--- config.mk ---
export PLATFORM = sky130hd
export DESIGN_NAME = solar_tracker_sched
export DESIGN_NICKNAME = d
export VERILOG_FILES = /design/src/rtl/solar_tracker_sched.sv
export SDC_FILE = /design/constraint.sdc
export NUM_CORES = 1
export LEC_CHECK = 0
export ABC_AREA = 1
export CORE_UTILIZATION = 51
export DETAILED_ROUTE_END_ITERATION = 6
export GPL_TIMING_DRIVEN = 0
export PLACE_DENSITY = 0.83
export SYNTH_ARGS = -nofsm -noshare
export SYNTH_HDL_FRONTEND = slang
export SYNTH_SLANG_ARGS = --single-unit
--- constraint.sdc ---
create_clock -name clk -period 6.7 [get_ports clk]
set_clock_uncertainty 0.15 [all_clocks]
set_input_delay 1.34 -clock clk [delete_from_list [all_inputs] [get_ports clk]]
set_output_delay 1.34 -clock clk [all_outputs]
set_load 0.01 [all_outputs]
--- src/rtl/solar_tracker_sched.sv ---
// rtl/solar_tracker_sched.sv - ADC sweep sequencer and sun-tracking motor controller
module solar_tracker_sched #(
    parameter int TH       = 10,
    parameter int SETTLE   = 4,
    parameter int MOVE_MAX = 255,
    parameter int COOLDOWN = 16
) (
    input  logic       clk,
    input  logic       rst,
    output logic [1:0] adc_sel_o,
    output logic       adc_start_o,
    input  logic       adc_done_i,
    input  logic [7:0] adc_data_i,
    output logic [7:0] lsn_o,
    output logic [7:0] lse_o,
    output logic [7:0] lss_o,
    output logic [7:0] lsw_o,
    output logic       sample_valid_o,
    output logic       mn_o,
    output logic       me_o,
    output logic       ms_o,
    output logic       mw_o,
    output logic       fault_o
);
    localparam int SCW = $clog2(SETTLE + 1);
    localparam int MVW = $clog2(MOVE_MAX + 1);
    localparam int CW  = $clog2(COOLDOWN + 1);

    typedef enum logic [1:0] {S_SETTLE, S_START, S_WAIT} scan_t;
    typedef enum logic [2:0] {M_IDLE, M_N, M_E, M_S, M_W, M_COOL, M_FAULT} mot_t;

    scan_t           scan_q, scan_d;
    logic [SCW-1:0]  set_cnt_q, set_cnt_d;
    logic [1:0]      sel_q, sel_d;
    logic [3:0][7:0] ls_q, ls_d;
    logic            sv_q, sv_d;
    mot_t            mot_q, mot_d;
    logic [MVW-1:0]  mv_q, mv_d;
    logic [CW-1:0]   cool_q, cool_d;
    logic            balanced;
    logic            n_gt, e_gt, s_gt, w_gt;

    always_comb begin
        scan_d    = scan_q;
        set_cnt_d = set_cnt_q;
        sel_d     = sel_q;
        ls_d      = ls_q;
        sv_d      = 1'b0;
        case (scan_q)
            S_SETTLE: begin
                if (set_cnt_q == SCW'(SETTLE - 1)) begin
                    scan_d    = S_START;
                    set_cnt_d = '0;
                end else begin
                    set_cnt_d = set_cnt_q + SCW'(1);
                end
            end
            S_START: scan_d = S_WAIT;
            S_WAIT: begin
                if (adc_done_i) begin
                    ls_d[sel_q] = adc_data_i;
                    sv_d        = (sel_q == 2'd3);
                    sel_d       = sel_q + 2'd1;
                    scan_d      = S_SETTLE;
                end
            end
            default: scan_d = S_SETTLE;
        endcase
    end

    // Widened to 9 bits so x + TH never wraps around to a small value.
    assign n_gt = {1'b0, ls_q[0]} > ({1'b0, ls_q[2]} + 9'(TH));
    assign e_gt = {1'b0, ls_q[1]} > ({1'b0, ls_q[3]} + 9'(TH));
    assign s_gt = {1'b0, ls_q[2]} > ({1'b0, ls_q[0]} + 9'(TH));
    assign w_gt = {1'b0, ls_q[3]} > ({1'b0, ls_q[1]} + 9'(TH));

    always_comb begin
        mot_d    = mot_q;
        mv_d     = mv_q;
        cool_d   = cool_q;
        balanced = 1'b0;
        case (mot_q)
            M_N:     balanced = ls_q[0] <= ls_q[2];
            M_E:     balanced = ls_q[1] <= ls_q[3];
            M_S:     balanced = ls_q[2] <= ls_q[0];
            M_W:     balanced = ls_q[3] <= ls_q[1];
            default: balanced = 1'b0;
        endcase
        case (mot_q)
            M_IDLE: begin
                if (sv_q) begin
                    mv_d = '0;
                    if (n_gt)      mot_d = M_N;
                    else if (e_gt) mot_d = M_E;
                    else if (s_gt) mot_d = M_S;
                    else if (w_gt) mot_d = M_W;
                end
            end
            M_N, M_E, M_S, M_W: begin
                // Timeout is tested first so it wins over a simultaneous balance.
                if (mv_q == MVW'(MOVE_MAX - 1)) begin
                    mot_d = M_FAULT;
                end else begin
                    mv_d = mv_q + MVW'(1);
                    if (sv_q && balanced) begin
                        mot_d  = M_COOL;
                        cool_d = '0;
                    end
                end
            end
            M_COOL: begin
                if (cool_q == CW'(COOLDOWN - 1)) mot_d = M_IDLE;
                else cool_d = cool_q + CW'(1);
            end
            M_FAULT: mot_d = M_FAULT;
            default: mot_d = M_IDLE;
        endcase
    end

    always_ff @(posedge clk) begin
        if (rst) begin
            scan_q    <= S_SETTLE;
            set_cnt_q <= '0;
            sel_q     <= '0;
            ls_q      <= '0;
            sv_q      <= 1'b0;
            mot_q     <= M_IDLE;
            mv_q      <= '0;
            cool_q    <= '0;
        end else begin
            scan_q    <= scan_d;
            set_cnt_q <= set_cnt_d;
            sel_q     <= sel_d;
            ls_q      <= ls_d;
            sv_q      <= sv_d;
            mot_q     <= mot_d;
            mv_q      <= mv_d;
            cool_q    <= cool_d;
        end
    end

    assign adc_sel_o      = sel_q;
    assign adc_start_o    = (scan_q == S_START);
    assign lsn_o          = ls_q[0];
    assign lse_o          = ls_q[1];
    assign lss_o          = ls_q[2];
    assign lsw_o          = ls_q[3];
    assign sample_valid_o = sv_q;
    assign mn_o           = (mot_q == M_N);
    assign me_o           = (mot_q == M_E);
    assign ms_o           = (mot_q == M_S);
    assign mw_o           = (mot_q == M_W);
    assign fault_o        = (mot_q == M_FAULT);
endmodule

Word level (Yosys, flattened, before mapping)
Index checks and enable logic that the tools add are counted.

cells by class
  $add $sub $neg = 8
  $lt $le $gt $ge = 10
  equality and inequality tests = 21
  muxes and demuxes = 24
  bitwise operators = 2
  reductions and logical operators = 13

operator list
  kind                 number
  $add 8x4->9 const B  4
  $gt 8x9->1           4
  $bwmux 32            1
  $le 8x8->1           4
  $mux 3               9
  $mux 8               3
  $demux 8 s2          1
  $pmux 8 s2           1
  $mux 5               3
  $ne 2x2->1 const B   7
  $pmux 3 s4           1
  $pmux 5 s2           1
  $eq 3x2->1 const B   3
  $eq 3x3->1 const B   3
  $add 8x1->8 const B  1
  $eq 8x8->1 const B   1
  $reduce_and 4->1     2
  $pmux 2 s3           1
  $add 5x1->5 const B  1
  $eq 5x4->1 const B   1
  $ne 5x5->1 const B   1
  $eq 2x2->1 const B   2
  $mux 2               2
  $pmux 1 s4           1
  other kinds (16)     20

storage, ports and cells
  flip-flop bits (word level) = 56
  input bits = 11
  output and inout bits = 41
  word-level logic and storage cells = 89

Longest topological paths before layout
Gate-level depths: netlist (run 1).

  depth after elaboration = 8
  gate-level depth with buffers = 18
  gate-level depth less buffers = 18

Worst setup path after synthesis (run 1)
OpenSTA, ideal clock, no wires.

  path type = reg-to-reg
  start point = reg ls_q (netlist bit lss_o[1])
  end point = reg mot_q[2]
  library setup time = 0.068 ns
  arrival time = 2.261 ns
  required time = 6.482 ns
  slack = 4.221 ns
  stages on the path, launching flop included = 15
  buffers on the path = 0
  clock period less this slack = 2.479 ns
  path through = dfxtp_1 -> ha_1 -> o21ai_0 -> nor3_1 -> xor2_1 -> ha_1 -> and3_1 -> nand4_1 -> nand2_1 -> inv_1 -> a21boi_2 -> nand4_4 -> nand3_2 -> nand2_1 -> a21oi_2

on the way
  longest elaborated chain between the ends = 6
  elaborated cells between the ends (all ways) = 15
  classes of those cells = add/sub: 1; order compare: 4; eq/ne: 2; mux: 6; reduce/logical: 2

ends and longest elaborated chain
  item                                                 RTL line  source
  start: declaration                                   35        logic [3:0][7:0] ls_q, ls_d;
  start signal: assignment                             134       ls_q <= ls_d;
  branches (longest 6 deep; another with $add 8x4->9)  n/a
  end signal: assignment                               136       mot_q <= mot_d;
  end: declaration                                     37        mot_t mot_q, mot_d;

Parallel ways; which one is timed is not known. The select of a mux whose other input is x is not followed.
A chain may end at the register's enable or synchronous reset.

Worst setup path after layout (run 1)
  start point = reg mot_q[2]
  end point = out fault_o

on the way
  longest elaborated chain between the ends = 1

ends and longest elaborated chain
  item              RTL line  source
  $eq 3x3->1        153       assign fault_o = (mot_q == M_FAULT);
  end: declaration  23        output logic fault_o

No other way between the ends.

==> results of run 1 <==
[flip-flops by register name, summed over array words and instances, names as in the netlist]
| register | cells |
|---|---|
| lss_o | 8 |
| set_cnt_q | 3 |
| adc_sel_o | 2 |
| lse_o | 8 |
| lsn_o | 8 |
| cool_q | 5 |
| mot_q | 3 |
| sample_valid_o | 1 |
| mv_q | 8 |
| scan_q | 2 |
| lsw_o | 8 |
[cell families (layout without fill, tap and decap cells)]
| kind of cell | after synthesis | in the layout | synth area share, % |
|---|---|---|---|
| simple gates | 223 | 223 | 25.63 |
| fa+ha+maj | 57 | 57 | 17.44 |
| buf+inv | 92 | 151 | 8.443 |
| xor+xnor | 21 | 21 | 4.497 |
| compound gates | 122 | 122 | 16.58 |
| flops | 56 | 56 | 27.41 |
[layout make-up]
class	count	area, um^2	share of cell area (%)
Inverter	83	311.5	6.469
Buffer	9	33.78	0.7015
Clock buffer	5	68.82	1.429
Multi-Input combinational cell	423	2624	54.48
Tap cell	102	127.6	2.650
Sequential cell	56	1121	23.28
Timing Repair Buffer	51	510.5	10.60
Clock inverter	3	18.77	0.3897
[worst paths after layout]
kind	from	slack, ps	to
worst max-delay path	mot_q[2]	3350	fault_o
worst min-delay path	set_cnt_q[2]	300	set_cnt_q[2]
worst max register to register	lss_o[1]	3870	mot_q[2]
worst min register to register	set_cnt_q[2]	300	set_cnt_q[2]
[report_power, final]
group	internal (mW)	switching, mW	total (mW)
clock network	0.0733	0.114	0.187
registers	0.339	0.00547	0.344
logic	0.0256	0.0367	0.0623
total	0.437	0.156	0.593
[cell usage after synthesis (all sizes together) (2+ instances only)]
| cell type | instances |
|---|---|
| a211oi | 2 |
| a21o | 8 |
| a21oi | 57 |
| and3 | 2 |
| clkbuf | 8 |
| dfxtp | 56 |
| ha | 57 |
| inv | 83 |
| nand2 | 119 |
| nand3 | 24 |
| nand3b | 3 |
| nand4 | 6 |
| nor2 | 46 |
| nor3 | 19 |
| o21a | 3 |
| o21ai | 46 |
| or2 | 2 |
| xor2 | 21 |
[per-stage QoR]
stage	power (mW)	util, %	hold slack (ps)	std cells
after floorplan	0.3886	-	272.5	571
after global placement	0.4097	61.19	283.2	724
after detailed placement	0.4127	61.19	288.8	724
after CTS	0.5944	62.32	304.5	732
after global routing	0.6213	62.32	331.8	732
final	0.5934	62.32	300.1	732
[per-layer routing]
metal / vias up / part of all wire, % / track usage (%)
li1: 1996 / - / -
met1: 1807 / 44 / 31.34
met2: 124 / 49 / 44.24
met3: 12 / 5.2 / 4.104
met4: 0 / 1.2 / 7.672
met5: - / 0 / 0
[worst reg2reg max path: cells and delay by family, from the launching register on]
kind	cells	cell delay, ps
XOR/XNOR	1	160
AND/OR/NAND/NOR	7	830
adder cells (fa/ha/maj)	2	550
buffers and inverters	1	60
flip-flops	1	380
AO/OA/AOI/OAI	3	650
==> results.txt, run 1 <==
Rel. slew slack: 62.63%
Post-CTS sizing: 0
RSZ-0062 raised after global routing: false
WP depth: 3
Ys flop type: dfxtp_1
Worst-Margin Slew: 560.5 ps
Final hold violations: 0
Initial DRT Pass Iterations: 5
Avg WL per Cell: 13.63 um
Share of cells above drive strength 1: 7.778%
CP bufs+invs: 2
Root Driver: clkbuf_8
CTS clk-pin slew, worst paths: 110 ps
Core Region: 7727 um^2
Yosys Warn Count: 0
Pre-CTS worst setup slack: 3261 ps
Average size of a mapped cell: 7.163 um^2
PD cells: 123.2 nW/um^2
Postcts setup bufs: 0
DPL Wire Length: 7.851 mm
CP max stage cell: clkdlybuf4s50_1
Final WL: 9.978 mm
Fin area: 4816 um^2
Max-cap violations: 0
Hold Path Depth: 2
Most frequent cells in the layout: nand2_1, inv_1, ha_1
Maximum clock rate: 299.0 MHz
Die span in y: 91.56 um
Max Fanout on Critical Path: 6
Placed Area: 4728 um^2
Max Slew Vio Count: 0
Final setup fails: 0
Final clock period utilization by the worst path: 49.93%
Synth unique cells: 39
Synth-to-Final Area Change: 17.74%
Iter 0 DRT Violations: 239
CP startpoint kind: flop
# DRC: 0
CTS H-tree depth: 2
Share of the synthesized area in the top cell type: 27.41%
Peak supply drop: 94.89 uV
First-pass GRT wire length: 17.13 mm
Setup WS post-layout: 3355 ps
Synth Register Bits: 56
Overall die area: 8382 um^2
Synth async-reset ratio: 0%
CTS tree: yes
Hold/Removal Path Class: reg -> reg
Vias/cell: 5.381
Crit-path cells: inv_2 > nor3_1 > clkdlybuf4s50_1
IO Pins: 52
Longest Clk Path Bufs: 2
Fillers: 670
Clock insertion delay at the later pin of the skew report: 310 ps
Number of synthesized flops with an enable pin: 0
Cell taking the most area after synthesis: dfxtp_1
TritonCTS buffer count: 5
Synth top area cells: dfxtp_1, ha_1, nand2_1
I/O Buffers: 51
DR vias: 3939
Final #Nets: 697
Remaining antenna violation count: 0
Synth Instances: 571
Rows: 32
Vias in the first global route: 3766
Initial antenna violation count: 0
Min cycle time layout: 3345 ps
CP Capture Type: output pin
Ant. Diodes: 0
Most common cell after layout, fill and taps aside: nand2_1
CP Data Required Time: 5210 ps
CP top delay family: buffers and inverters
Worst Reg-to-Reg Cells: 14
Status: completed
Cell area after synthesis: 4090 um^2
Seq/Total Area, Yosys: 27.41%
Clock sinks: 56
Pin count of the biggest net entering global routing: 18
CP Class: reg -> out
Tot GR Track Use: 25.19%
CP peak stage delay: 610 ps
Starting Density: 52.93%
Syn nets: 639
Leakage: 2.136 nW
Global route overflow: 0
Die width: 91.56 um
Cts hold-fix bufs: 0
WP data arrival: 1860 ps
Setup tns final: 0 ps
Final GP Congestion: 0.8699
(Power assumes the default switching activity.)
==> run 2: changes to the inputs <==
--- a/config.mk
+++ b/config.mk
@@ -9,7 +9,7 @@
 export CORE_UTILIZATION = 51
 export DETAILED_ROUTE_END_ITERATION = 6
 export GPL_TIMING_DRIVEN = 0
-export PLACE_DENSITY = 0.83
+export PLACE_DENSITY = 0.86
 export SYNTH_ARGS = -nofsm -noshare
 export SYNTH_HDL_FRONTEND = slang
 export SYNTH_SLANG_ARGS = --single-unit
==> constraint.sdc (replaced) <==
create_clock -name clk -period 2.8 [get_ports clk]
set_clock_uncertainty 0.15 [all_clocks]
set_input_delay 0.56 -clock clk [delete_from_list [all_inputs] [get_ports clk]]
set_output_delay 0.56 -clock clk [all_outputs]
set_load 0.01 [all_outputs]
==> run 2 against run 1 <==
Net effect: count of clock-buffer cells in the layout stayed put; flip-flop and latch count stayed put; sequential share of layout area hardly changed; critical path depth is 10 higher; via count is 0.33% lower; worst hold slack better by 8.6 ps; routed wire length is 2.4% lower; cell area is 0.99% higher; core utilization is 0.62 points higher; critical endpoint is now mot_q[2].
==> results.txt, run 2 (synthesis gave the netlist of run 1 again) <==
# DRC: 0
Clock sinks: 56
Final cell count without fillers: 732
Leakage: 2.140 nW
TritonCTS buffer count: 5
Met2 WL: 4.602 mm
Initial DRT Pass Iterations: 5
Remaining antenna violation count: 0
RSZ-0062 raised after global routing: false
Peak supply drop: 276.8 uV
Worst-Margin Slew: 560.9 ps
Pin count of the biggest net entering global routing: 20
Min-delay src: set_cnt_q[2]
Overall die area: 8382 um^2
DRT met1 WL: 4.331 mm
Final clock period utilization by the worst path: 92.33%
Final #Nets: 697
Rel. slew slack: 62.60%
Vias/cell: 5.363
Met3 WL: 568 um
Die width: 91.56 um
DR vias: 3926
PD cells: 296.2 nW/um^2
Min cycle time layout: 2585 ps
CP Data Required Time: 2910 ps
IO Pins: 52
Vias in the first global route: 3696
Die span in y: 91.56 um
Most common cell after layout, fill and taps aside: nand2_1
Max Slew Vio Count: 0
Hold WS: 308.7 ps
CP Capture Type: flop
CTS H-tree depth: 2
Iter 0 DRT Violations: 274
Worst Reg-to-Reg Cells: 13
CP startpoint kind: flop
Placed Instances: 724
Global route overflow: 0
Starting Density: 52.93%
Setup WS post-layout: 214.7 ps
Clock insertion delay at the later pin of the skew report: 320 ps
Avg WL per Cell: 13.31 um
Fin area: 4863 um^2
Rows: 32
Maximum clock rate: 386.8 MHz
Final GP Congestion: 0.9706
Synth-to-Final Area Change: 18.90%
Top Layer Used: met4
Share of cells above drive strength 1: 10.32%
Final WL: 9.740 mm
CTS tree: yes
Initial antenna violation count: 0
Final hold violations: 0
Hold Path Depth: 2
CTS clk-pin slew, worst paths: 110 ps
FF-to-FF Start: lss_o[1]
I/O Buffers: 51
Status: completed
Max-cap violations: 0
Root Driver: clkbuf_8
DPL Wire Length: 7.788 mm
Worst Hold End: set_cnt_q[2]
Placed Area: 4728 um^2
Tot GR Track Use: 23.98%
First-pass GRT wire length: 16.38 mm
Final setup fails: 0
Most frequent cells in the layout: nand2_1, inv_1, ha_1
Setup tns final: 0 ps
Flop2flop setup slack: 210 ps
WP data arrival: 2690 ps
CP Class: reg -> reg
Max Fanout on Critical Path: 5
Pre-CTS worst setup slack: 47.68 ps
Ant. Diodes: 0
Reg2reg end: mot_q[2]
Core Region: 7727 um^2
Longest Clk Path Bufs: 2
Hold/Removal Path Class: reg -> reg
## run 2: cell types whose count changed in the layout (fill, tap and decap cells not counted), sizes merged
| cell | before | now |
|---|---|---|
| clkinv | 3 | 0 |
| clkinvlp | 0 | 1 |
| inv | 83 | 85 |
## run 2: metal layers
| metal | vias up | GRT usage [%] |
|---|---|---|
| met5 | - | 0 |
| met3 | 21 | 3.518 |
| met4 | 0 | 8.466 |
| met1 | 1776 | 30.72 |
| met2 | 131 | 40.79 |
| li1 | 1998 | - |
## run 2: where the power goes
part	internal [mW]	total [mW]	switching [mW]
combinational	0.0612	0.147	0.0862
clock	0.183	0.470	0.287
sequential	0.810	0.823	0.0133
## run 2: area by class of cell
cell class                 instances  area, um^2
fill                             644        2864
timing repair buffer              51       510.5
sequential                        56        1132
multi-input combinational        423        2654
inverter                          83       311.5
clock inverter                     3       25.02
clock buffer                       5       68.82
tap                              102       127.6
buffer                             9       33.78
## run 2: worst max path at each step
stage / start / end / slack (ps) / depth (start not counted)
global route: lss_o[2] / mot_q[0] / 0.2 / 14
global placement: lss_o[1] / mot_q[0] / 100 / 14
detailed placement: lse_o[1] / mot_q[0] / 50 / 13
floorplan: lss_o[1] / mot_q[2] / 320 / 14
finish: lss_o[1] / mot_q[2] / 210 / 13
CTS: lse_o[1] / mot_q[0] / 20 / 13
## run 2: worst max-delay path, stage by stage, from the launching register on
cell	delay, ps
dfxtp_2	390
inv_1	80
o21ai_2	210
nand3_1	120
xor2_1	160
ha_1	290
a21o_1	160
a21oi_1	140
nand2_1	120
a21boi_2	230
nand4_4	140
nand3_2	130
nand2_1	80
a21oi_2	130
## run 2: metrics by stage
stage / power [mW] / util [%]
final: 1.441 / 62.94
after global routing: 1.490 / 62.94
after CTS: 1.444 / 62.40
after detailed placement: 0.9866 / 61.19
after global placement: 0.9797 / 61.19
after floorplan: 0.9299 / -
## run 2: what timing repair did
item,CTS,global route
resized for setup,0,20
buffers inserted,0,0
setup endpoints to repair,0,3
hold buffers,0,0
==> run 3: changes to the inputs <==
--- a/config.mk
+++ b/config.mk
@@ -9,7 +9,7 @@
 export CORE_UTILIZATION = 51
 export DETAILED_ROUTE_END_ITERATION = 6
 export GPL_TIMING_DRIVEN = 0
-export PLACE_DENSITY = 0.86
+export PLACE_DENSITY = 0.77
 export SYNTH_ARGS = -nofsm -noshare
 export SYNTH_HDL_FRONTEND = slang
 export SYNTH_SLANG_ARGS = --single-unit
==> run 3 against run 2 <==
Net effect: count of clock-buffer cells in the layout unchanged; register-to-register slack worse by 30 ps; first-iteration DRC count down 30%; flip-flop and latch count unchanged; critical path depth up 1; sequential power about the same; worst hold slack worse by 5.2 ps; global-route usage up 0.81 points; cell area up 0.82%; critical endpoint unchanged; largest cell class unchanged.
==> results.txt, run 3 (synthesis gave the netlist of run 1 again) <==
Tot GR Track Use: 24.79%
Iter 0 DRT Violations: 191
Clock power share: 35.8%
Peak supply drop: 298.9 uV
CP startpoint kind: flop
Hold/Removal Path Class: reg -> reg
CP Class: reg -> reg
IO Pins: 52
Maximum clock rate: 381.7 MHz
First-pass GRT wire length: 16.86 mm
Placed Area: 4728 um^2
Ant. Diodes: 0
CP max stage cell: dfxtp_2
Vias in the first global route: 3651
RSZ-0062 raised after global routing: false
Clock sinks: 56
I/O Buffers: 51
CTS tree: yes
Final #Nets: 697
Reg power frac: 54.4%
DPL Wire Length: 7.966 mm
Final WL: 9.751 mm
PD cells: 308.1 nW/um^2
Final GP Congestion: 0.8953
Starting Density: 52.93%
Die span in y: 91.56 um
Worst Reg-to-Reg Cells: 14
Leakage: 2.144 nW
# DRC: 0
Final hold violations: 0
WP data arrival: 2710 ps
Worst-Margin Slew: 558.2 ps
Min cycle time layout: 2620 ps
Int Pwr: 1.141 mW
Final setup fails: 0
Core Region: 7727 um^2
Final clock period utilization by the worst path: 93.58%
Fin area: 4903 um^2
CP Capture Type: flop
Initial antenna violation count: 0
Crit-path cells: ha_1 > o21ai_2 > nor3_1 > xor2_1 > ha_1 > and3_1 > nand4_1 > nand2_1 > inv_1 > a21boi_2 > nand4_4 > nand3_2 > nand2_1 > a21oi_2
CP Data Required Time: 2890 ps
CTS clk-pin slew, worst paths: 100 ps
Most frequent cells in the layout: nand2_1, inv_1, ha_1
Max Slew Vio Count: 0
Die width: 91.56 um
Switch Pwr: 369.2 uW
Global route overflow: 0
Rows: 32
Synth-to-Final Area Change: 19.88%
Root Driver: clkbuf_8
Net Sw Frac: 24.44%
Clock insertion delay at the later pin of the skew report: 300 ps
Crit path from: lss_o[2]
Comb pwr share: 9.8%
Final cell count without fillers: 732
CTS H-tree depth: 2
Rel. slew slack: 62.79%
TritonCTS buffer count: 5
Max Fanout on Critical Path: 5
Min-delay src: set_cnt_q[2]
Status: completed
Most common cell after layout, fill and taps aside: nand2_1
Setup tns final: 0 ps
Pin count of the biggest net entering global routing: 19
Hold Path Depth: 2
Overall die area: 8382 um^2
Max-cap violations: 0
CP peak stage delay: 400 ps
Initial DRT Pass Iterations: 5
Hold WS: 303.5 ps
DR vias: 3832
Placed Instances: 724
Remaining antenna violation count: 0
Vias/cell: 5.235
Longest Clk Path Bufs: 2
Share of cells above drive strength 1: 11.27%
FF-to-FF Start: lss_o[2]
Avg WL per Cell: 13.32 um
[run 3: changes by cell type in the layout (fill, tap and decap cells not counted), moves of 2 or more]
| cell | change |
|---|---|
| dfxtp_1 | -2 |
| dfxtp_2 | +2 |
| ha_1 | -2 |
| ha_2 | +2 |
| nor3_1 | -3 |
| nor3_2 | +3 |
[run 3: cell type report]
type	instances	area (um^2)
well taps	102	127.6
flip-flops and latches	56	1135
clock inverters	3	46.29
repair buffers	51	510.5
plain buffers	9	33.78
multi-input cells	423	2670
clock buffers	5	68.82
inverters	83	311.5
fillers	688	2824
[run 3: worst paths after layout]
| kind | end | slack (ps) |
|---|---|---|
| max reg2reg | mot_q[2] | 180 |
| min | set_cnt_q[2] | 300 |
| max | mot_q[2] | 180 |
| min reg2reg | set_cnt_q[2] | 300 |
[run 3: through the flow]
step | worst slack [ps] | utilization [%] | power (mW)
floorplan | 320.7 | - | 0.9299
global route | 0.6626 | 63.46 | 1.585
CTS | 47.74 | 62.68 | 1.522
finish | 179.8 | 63.46 | 1.511
global placement | 70.98 | 61.19 | 0.9814
detailed placement | -17.79 | 61.19 | 0.9879
[run 3: power groups by stage]
stage          Combinational (mW)  Clock (mW)  Sequential (mW)
2_1_floorplan              0.0898           0            0.840
3_3_place_gp                0.141           0            0.840
3_5_place_dp                0.147           0            0.841
4_1_cts                     0.148       0.551            0.823
5_1_grt                     0.169       0.591            0.825
6_report                    0.148       0.540            0.823
[run 3: worst max-delay path: cells and delay by family, from the launching register on]
kind	cells	cell delay, ps
AOI/OAI and AO/OA	3	440
and+or+nand+nor	7	860
xor gates and xnor gates	1	110
buffers and inverters	1	50
adders and majority gates	2	530
DFF	1	400
[run 3: what timing repair did]
action                                  4_1_cts  5_1_grt
endpoints found under the hold margin         0        0
hold buffers                                  0        0
endpoints found under the setup margin        3        3
gates resized for setup                       1       25
setup buffers                                 0        0
pin swaps                                     0        4
[run 3: routing by layer]
layer  vias to the layer above  global-route usage, %  wire length (um)
met1                      1752                  32.63              4740
met4                         0                  3.042                25
met2                        84                  43.48              4586
met5                         -                      0                 0
met3                         2                  4.020               399
li1                       1994                      -                 -
